`src/rtl/sync_adder_arb_pkg.sv`:
```
// Shared types and defaults for the sync_adder_arb slice.
// State encoding is kept as plain constants for compatibility with older tools.
package sync_adder_arb_pkg;

   localparam int unsigned ARB_DATA_WIDTH = 32;
   localparam int unsigned ARB_NUM_REQ    = 4;

   typedef logic [1:0] arb_state_t;

   localparam arb_state_t IDLE = 2'd0;
   localparam arb_state_t CALC = 2'd1;
   localparam arb_state_t RESP = 2'd2;

endpackage

```
`src/rtl/rr_arbiter.sv`:
```
// Combinational arbiter: one-hot grant plus encoded index, searching upward from ptr.
// SYNC_ADDER_ARB_FIXED_PRIO_EN selects fixed lowest-index priority and ignores ptr.
module rr_arbiter #(
   parameter int unsigned NUM_REQ = 4,
   parameter int unsigned ID_W    = 2
) (
   input  logic [NUM_REQ-1:0] req,
   input  logic [ID_W-1:0]    ptr,
   input  logic               en,
   output logic [NUM_REQ-1:0] gnt,
   output logic [ID_W-1:0]    gnt_idx
);

   int unsigned     k;
   logic [ID_W-1:0] kidx;
   logic            found;

`ifdef SYNC_ADDER_ARB_FIXED_PRIO_EN
   logic unused_ptr;
   assign unused_ptr = ^ptr;
`endif

   always_comb begin
      gnt     = '0;
      gnt_idx = '0;
      found   = 1'b0;
      k       = 0;
      kidx    = '0;
      for (int unsigned i = 0; i < NUM_REQ; i++) begin
`ifdef SYNC_ADDER_ARB_FIXED_PRIO_EN
         k = i;
`else
         k = (32'(ptr) + i) % NUM_REQ;
`endif
         kidx = ID_W'(k);
         if (en && !found && req[kidx]) begin
            gnt[kidx] = 1'b1;
            gnt_idx   = kidx;
            found     = 1'b1;
         end
      end
   end

endmodule

```
`src/rtl/sync_adder.sv`:
```
// Registered (DATA_WIDTH+1)-bit adder with synchronous reset; carry lands in the MSB.
module sync_adder #(
   parameter int unsigned WIDTH = 32
) (
   input  logic             clk,
   input  logic             rst,
   input  logic [WIDTH-1:0] a,
   input  logic [WIDTH-1:0] b,
   output logic [WIDTH:0]   sum
);

   always_ff @(posedge clk) begin
      if (rst) begin
         sum <= '0;
      end else begin
         sum <= {1'b0, a} + {1'b0, b};
      end
   end

endmodule

```
`src/rtl/sync_adder_arb.sv`:
```
// Shares one sync_adder between NUM_REQ requesters: IDLE grants, CALC adds, RESP holds result.
// Define SYNC_ADDER_ARB_FIXED_PRIO_EN for fixed priority instead of round-robin.
module sync_adder_arb
   import sync_adder_arb_pkg::*;
#(
   parameter int unsigned DATA_WIDTH = ARB_DATA_WIDTH,
   parameter int unsigned NUM_REQ    = ARB_NUM_REQ,
   parameter int unsigned ID_W       = $clog2(NUM_REQ)
) (
   input  logic                          clk,
   input  logic                          rst,
   input  logic [NUM_REQ-1:0]            req_valid,
   output logic [NUM_REQ-1:0]            req_ready,
   input  logic [NUM_REQ*DATA_WIDTH-1:0] req_a,
   input  logic [NUM_REQ*DATA_WIDTH-1:0] req_b,
   output logic                          rsp_valid,
   input  logic                          rsp_ready,
   output logic [ID_W-1:0]               rsp_id,
   output logic [DATA_WIDTH:0]           rsp_sum,
   output logic                          busy
);

   arb_state_t            state_q, state_d;
   logic [DATA_WIDTH-1:0] a_q, b_q;
   logic [ID_W-1:0]       tag_q;
   logic [ID_W-1:0]       ptr;
   logic [NUM_REQ-1:0]    gnt;
   logic [ID_W-1:0]       gnt_idx;
   logic [DATA_WIDTH:0]   sum;
   logic                  arb_en;
   logic                  accept;

   // Reset masks grants so req_ready reads 0 while rst is held.
   assign arb_en = (state_q == IDLE) && !rst;

   rr_arbiter #(
      .NUM_REQ (NUM_REQ),
      .ID_W    (ID_W)
   ) u_arb (
      .req     (req_valid),
      .ptr     (ptr),
      .en      (arb_en),
      .gnt     (gnt),
      .gnt_idx (gnt_idx)
   );

   assign req_ready = gnt;
   assign accept    = |gnt;

   always_comb begin
      state_d = state_q;
      case (state_q)
         IDLE:    if (accept) state_d = CALC;
         CALC:    state_d = RESP;
         RESP:    if (rsp_ready) state_d = IDLE;
         default: state_d = IDLE;
      endcase
   end

   always_ff @(posedge clk or posedge rst) begin
      if (rst) begin
         state_q <= IDLE;
         a_q     <= '0;
         b_q     <= '0;
         tag_q   <= '0;
      end else begin
         state_q <= state_d;
         if (accept) begin
            a_q   <= req_a[gnt_idx*DATA_WIDTH +: DATA_WIDTH];
            b_q   <= req_b[gnt_idx*DATA_WIDTH +: DATA_WIDTH];
            tag_q <= gnt_idx;
         end
      end
   end

`ifdef SYNC_ADDER_ARB_FIXED_PRIO_EN
   assign ptr = '0;
`else
   logic [ID_W-1:0] ptr_q;

   always_ff @(posedge clk or posedge rst) begin
      if (rst) begin
         ptr_q <= '0;
      end else if (state_q == RESP && rsp_ready) begin
         ptr_q <= (tag_q == ID_W'(NUM_REQ - 1)) ? '0 : tag_q + 1'b1;
      end
   end

   assign ptr = ptr_q;
`endif

   // Operands stay held through RESP, so the adder keeps re-registering the same sum.
   sync_adder #(
      .WIDTH (DATA_WIDTH)
   ) u_add (
      .clk (clk),
      .rst (rst),
      .a   (a_q),
      .b   (b_q),
      .sum (sum)
   );

   assign busy      = (state_q != IDLE);
   assign rsp_valid = (state_q == RESP);
   assign rsp_id    = tag_q;
   assign rsp_sum   = rsp_valid ? sum : '0;

endmodule
```
`config.mk`:
```
export PLATFORM = sky130hd
export DESIGN_NAME = sync_adder_arb
export DESIGN_NICKNAME = d
export VERILOG_FILES = /design/src/rtl/sync_adder_arb_pkg.sv /design/src/rtl/rr_arbiter.sv /design/src/rtl/sync_adder.sv /design/src/rtl/sync_adder_arb.sv
export SDC_FILE = /design/constraint.sdc
export NUM_CORES = 1
export LEC_CHECK = 0
export ABC_AREA = 1
export BUFFER_PORTS_ARGS = -buffer_cell sky130_fd_sc_hd__buf_2
export CAP_MARGIN = 20
export CELL_PAD_IN_SITES_DETAIL_PLACEMENT = 1
export CELL_PAD_IN_SITES_GLOBAL_PLACEMENT = 2
export CORE_AREA = 2 2 189 191
export DETAILED_ROUTE_END_ITERATION = 10
export DIE_AREA = 0 0 191 193
export GPL_TIMING_DRIVEN = 0
export PLACE_DENSITY_LB_ADDON = 0.1
export SLEW_MARGIN = 20
export SYNTH_ARGS = -nofsm -noshare
export SYNTH_HDL_FRONTEND = slang
export SYNTH_SLANG_ARGS = --single-unit
```
`constraint.sdc`:
```
create_clock -name clk -period 11.6 [get_ports clk]
set_clock_uncertainty 0.1 [all_clocks]
set_input_delay 1.74 -clock clk [delete_from_list [all_inputs] [get_ports clk]]
set_output_delay 1.74 -clock clk [all_outputs]
set_load 0.005 [all_outputs]
```
After elaboration in Yosys (flattened, before gate mapping)
Index checks and enable logic that the tools add are counted.

word-level totals
  output and inout port bits = 41
  flip-flop bits (word level) = 103

cells by class
  reduce and logical (&&, ||, !) cells = 21
  equality and inequality tests = 5
  muxes and demuxes = 32
  magnitude comparators = 8
  shift operators = 2
  add/subtract/negate cells = 5
  bitwise gates (word level) = 3

operators by type and width
  cell                                                                count
  variable part select 128 x 8 -> 32 bit                              2
  adder 32 x 32 -> 33 bit                                             1
  2-to-1 mux 33 bit                                                   1
  2-to-1 mux 4 bit                                                    4
  2-to-1 mux 2 bit                                                    7
  logical AND 1 bit                                                   13
  < comparator 2 x 3 -> 1 bit (second input constant)                 4
  OR 4 bit                                                            3
  2-to-1 mux 1 bit                                                    11
  binary-select mux 1 bit (select 2 bit)                              4
  demux 1 bit (select 2 bit)                                          4
  greater-or-equal comparator 2 x 1 -> 1 bit (second input constant)  4
  case mux 2 bit (3 select lines)                                     1
  adder 2 x 1 -> 2 bit (second input constant)                        2
  adder 2 bit (second input constant)                                 2
  == test 2 bit (second input constant)                               2
  zero test 1 bit                                                     4
  OR reduction 4 bit                                                  1
  == test 2 x 1 -> 1 bit (second input constant)                      1
  zero test 2 bit                                                     1
  != test 2 x 1 -> 1 bit (second input constant)                      1
  != test 2 bit (second input constant)                               1
  AND reduction 2 bit                                                 1
  nonzero test 2 bit                                                  1

Longest topological paths before layout
  depth after elaboration = 19
  mapped depth = 18
  mapped depth without buffers = 15

Hierarchy
Synthesis repeated with hierarchy kept, for this count alone.

unflattened totals
  cells, all modules = 1,670
  area total of the unflattened synthesis = 9,494.1 µm²

modules (own cells, without submodules)
  module          sequential area each (µm²)  area an instance (µm²)  cells each  times used
  sync_adder_arb  1,751.7                     5,646.7                 1,005       1
  sync_adder      660.6                       3,342.0                 583         1
  rr_arbiter      0.0                         505.5                   82          1

Least setup slack after synthesis
Ideal clock, no wire load.

  kind = in2reg
  start point = input port rst
  end point = register u_add.sum[19]
  setup slack = 6.909 ns
  arrival time = 4.517 ns
  cell stages on the path = 5
  data required time = 11.426 ns
  cells stage by stage = buf_2 > inv_1 > buf_1 > nand2_1 > nor2_1

RTL lines
  item                  RTL line              text
  start, declared       sync_adder_arb.sv:11  input logic rst,
  end signal, assigned  sync_adder.sv:16      sum <= {1'b0, a} + {1'b0, b};
  end, declared         sync_adder.sv:9       output logic [WIDTH:0] sum

Worst setup path after layout
  start point = input port rst
  end point = output port req_ready[3]

on the way
  word-level cells in the longest chain between the ends = 16

RTL lines
  item                                RTL line              text
  zero test 1 bit (no source line) *  --
  logical AND 1 bit *                 sync_adder_arb.sv:34  assign arb_en = (state_q == IDLE) && !rst;
  logical AND 1 bit                   rr_arbiter.sv:36      if (en && !found && req[kidx]) begin
  2-to-1 mux 1 bit                    rr_arbiter.sv:36
  zero test 1 bit                     rr_arbiter.sv:36
  logical AND 1 bit (2 in a row)      rr_arbiter.sv:36
  2-to-1 mux 1 bit                    rr_arbiter.sv:36
  zero test 1 bit                     rr_arbiter.sv:36
  logical AND 1 bit (2 in a row)      rr_arbiter.sv:36
  2-to-1 mux 1 bit                    rr_arbiter.sv:36
  zero test 1 bit                     rr_arbiter.sv:36
  logical AND 1 bit (2 in a row)      rr_arbiter.sv:36
  2-to-1 mux 4 bit *                  rr_arbiter.sv:36
  end, declared                       sync_adder_arb.sv:13  output logic [NUM_REQ-1:0] req_ready,

Every way passes the cells marked *; elsewhere a longest branch is shown, timed or not.

==> results_dict.tcl <==
set metrics [dict create \
    synthesis.area_sq_um 9630 \
    filler_cells 4801 \
    dr.pass1.iters 5 \
    pwr-share-seq_pct 17.1 \
    syn2layout_area_growth_pct 25.4 \
    timing.critical_path.from_type "input pin" \
    worst-path-buf-inv 3 \
    number_of_non_filler_instances_in_the_completed_layout 2432 \
    fraction_of_final_layout_cells_sized_beyond_drive_strength_1_pct 21.8 \
    synthSimpleGateAreaFrac_pct 42.6 \
    placeableCoreArea_sq_um 35000 \
    route.vias.total 11100 \
    synth.area.top_cells "sky130_fd_sc_hd__dfrtp_1, sky130_fd_sc_hd__nand3_1, sky130_fd_sc_hd__nand2_1" \
    drc 0 \
    synth_enable_flop_cells 0 \
    timing.fmax_ghz 0.208 \
    min_path_type "flip-flop to flip-flop" \
    worst-endpoint-required_ns 9.76 \
    initial_core_util_pct 27.5 \
    nNetsFinal 2266 \
    area_of_combinational_cells_with_multiple_inputs_sq_um 5400 \
    hold-worst-slack_ns 0.422 \
    grt_max_degree 32 \
    die_height_um 193 \
    timing.rr.start "ptr[0]" \
    yosysSeqAreaShare_pct 25.1 \
    post-place-cells 2411 \
    most-common-layout-cells "sky130_fd_sc_hd__nand2_1, sky130_fd_sc_hd__buf_2, sky130_fd_sc_hd__nand3_1, sky130_fd_sc_hd__inv_1, sky130_fd_sc_hd__nor2_1" \
    final_common_cell "sky130_fd_sc_hd__nand2_1" \
    routed_wl_mm 40.6 \
    critical_path.max_fanout 10 \
    hold_depth 2 \
    synth_mux_area_share_pct 0 \
    clock_insertion_delay_worst_skew_ns 0.37 \
    synth_adder_area_share_pct 5.54 \
    setup.reg_to_reg.worst_slack_ns 8.46 \
    global_route.overflow_total 0 \
    post-cts-setup-buffers 0 \
    power.static_leakage_nw 7.41 \
    ys_types 39 \
    worstHoldStart "b_q[26]" \
    clock_tree_buffer_depth 2 \
    final_max_slew_viol_count 0 \
    synth-seq-cells 103 \
    critical-path-slowest-cell "sky130_fd_sc_hd__nor2_2" \
    r2r_end "b_q[3]" \
    maxSlewHeadroom_pct 55.8 \
    port_buffers 302 \
    clk_root_buffer_cell "sky130_fd_sc_hd__clkbuf_16" \
    first_global_vias 11900 \
    die_x_um 191 \
    setup_viol 0 \
    floorplan.rows 69 \
    cts.reportedPaths.clkPinSlew_ns 0.07 \
    starting_drc_count_in_detailed_routing 509 \
    num_io_pins 304 \
    finalHoldViolations 0 \
    ys.warnings.count 0 \
    crit_chain "buf_2, nor2_2, nand3_1, inv_1, nand2_1, nand2_1, nand3b_2, buf_2" \
    fraction_of_synthesized_cell_area_taken_by_the_top_area_cell_type_pct 18.2 \
    power_density_nw_per_um2 332 \
    synth-async-reset-ratio_pct 68.0 \
    rsz0062_at_grt "false" \
    power.clock.fraction_pct 7.3 \
    postSynthCellCount 1645 \
    power_total_mw 4.01 \
    most_used_dff_post_synth "sky130_fd_sc_hd__dfrtp_1" \
    vdd_drop_max_mv 0.0917 \
    comb_power_share_pct 75.6 \
    clock-sinks 103 \
    synth_top_area_cell "sky130_fd_sc_hd__dfrtp_1" \
    tritoncts "yes" \
    worst-setup-path-type "input pin to output port" \
    worst-endpoint-arrival_ns 2.96 \
    groute.usage.overall_pct 22.6 \
    switching_power_mw 2.32 \
    synth.net_count 1950 \
    setup_tns_ns 0 \
    highest_cell_delay_on_the_worst_timing_path_ns 0.30 \
    synth_compound_area_share_pct 7.93 \
    synth_top_family_by_area "simple AND/OR/NAND/NOR gates" \
    final-seq-area_sq_um 2410 \
    clock_tree.htree_level_count 3 \
    post-dp-hpwl_mm 34.7 \
    critPathTopFamily "simple AND/OR/NAND/NOR gates" \
    reg2reg_depth 15 \
    cts_buffers 9 \
    power.internal_mw 1.70 \
    max_cap_violations 0 \
    post_cts_resize_count 0 \
    synthesis.area_per_instance_sq_um 5.85 \
    cts_hold_repair.buffers 0 \
    worst_hold_path.endpoint "b_q[26]" \
    first_pass_grt_wire_length_mm 64.5 \
    routedWlPerCell_um 16.7 \
    period_utilization_pct 41.4 \
    die_area_sq_um 36900 \
    critical_path.endpoint_type "output port" \
    power_switching_share_pct 57.8 \
    number_of_antenna_violations_at_the_first_check_in_global_routing 4 \
    vias_per_cell 4.58 \
    globalplace.congestion 0.871 \
    tightest_slew_ns 0.657 \
    final_period_minus_worst_setup_slack_ns 4.80 \
    run_status "finished clean" \
    synth-xor-area-share_pct 0 \
    antenna_violating_nets_post_route 0 \
]
==> sequential cells by signal, summed over array words and instances, names as in the netlist <==
name / flops
a_q: 32
rsp_id: 2
ptr: 2
state_q: 2
u_add.sum: 33
b_q: 32
==> routing by layer <==
layer / track usage, % / part of all wire [%] / vias to the layer above
met5: 0 / 0.027 / -
met4: 5.22 / 1.7 / 2
met3: 2.01 / 3.3 / 31
met2: 39.0 / 47 / 235
met1: 30.4 / 48 / 5132
li1: - / - / 5745
==> power by group through the flow <==
stage / clock network (mW) / logic (mW) / registers [mW]
after floorplan: 0 / 2.11 / 0.620
after global placement: 0 / 2.99 / 0.694
after detailed placement: 0 / 3.04 / 0.694
after CTS: 0.301 / 3.07 / 0.689
after global routing: 0.311 / 3.47 / 0.704
final: 0.293 / 3.04 / 0.685
==> tightest hold or removal path: stages (launching register included) <==
cell,delay [ns]
sky130_fd_sc_hd__dfrtp_1,0.35
sky130_fd_sc_hd__nand3_1,0.08
sky130_fd_sc_hd__nand2_1,0.06
==> cells in the mapped netlist, types with 9 or more instances <==
cell and count:
sky130_fd_sc_hd__nand3_1 347, sky130_fd_sc_hd__nor2_1 88, sky130_fd_sc_hd__dfxtp_1 33, sky130_fd_sc_hd__o21ai_0 45, sky130_fd_sc_hd__nand2_1 442, sky130_fd_sc_hd__nand4_1 11, sky130_fd_sc_hd__buf_4 17, sky130_fd_sc_hd__ha_1 41
sky130_fd_sc_hd__inv_1 344, sky130_fd_sc_hd__a21oi_1 73, sky130_fd_sc_hd__buf_2 50, sky130_fd_sc_hd__nand2_2 9, sky130_fd_sc_hd__dfrtp_1 70
==> cell families after synthesis <==
kind of cell,count (synthesis)
AOI/OAI and AO/OA,141
adders and majority gates,42
buffers and inverters,434
DFF,103
and+or+nand+nor,925
==> worst max path at each step <==
stage,endpoint,slack [ns],start,depth (start not counted)
after floorplan,a_q[0],6.62,rst,3
after global placement,a_q[29],4.91,rst,3
after detailed placement,req_ready[3],6.78,rst,8
after CTS,req_ready[3],6.77,rst,8
after global routing,req_ready[2],6.70,rst,9
final,req_ready[3],6.80,rst,8
==> stage by stage <==
step                      setup slack, ns  util (%)  cell area, sq um
after floorplan                      6.62         -              9630
after global placement               4.91      33.5             11700
after detailed placement             6.78      33.7             11800
after CTS                            6.77      34.5             12100
after global routing                 6.70      34.5             12100
final                                6.80      34.5             12100
==> layout make-up <==
cell class / instances / area share, %
flip-flops and latches: 103 / 20.0
plain buffers: 83 / 4.10
well taps: 461 / 4.78
multi-input cells: 1108 / 44.7
diodes: 5 / 0.104
clock buffers: 11 / 1.93
clock inverters: 5 / 0.342
repair buffers: 305 / 13.1
inverters: 351 / 10.9
Note: power is estimated with default switching activity, not from simulation.
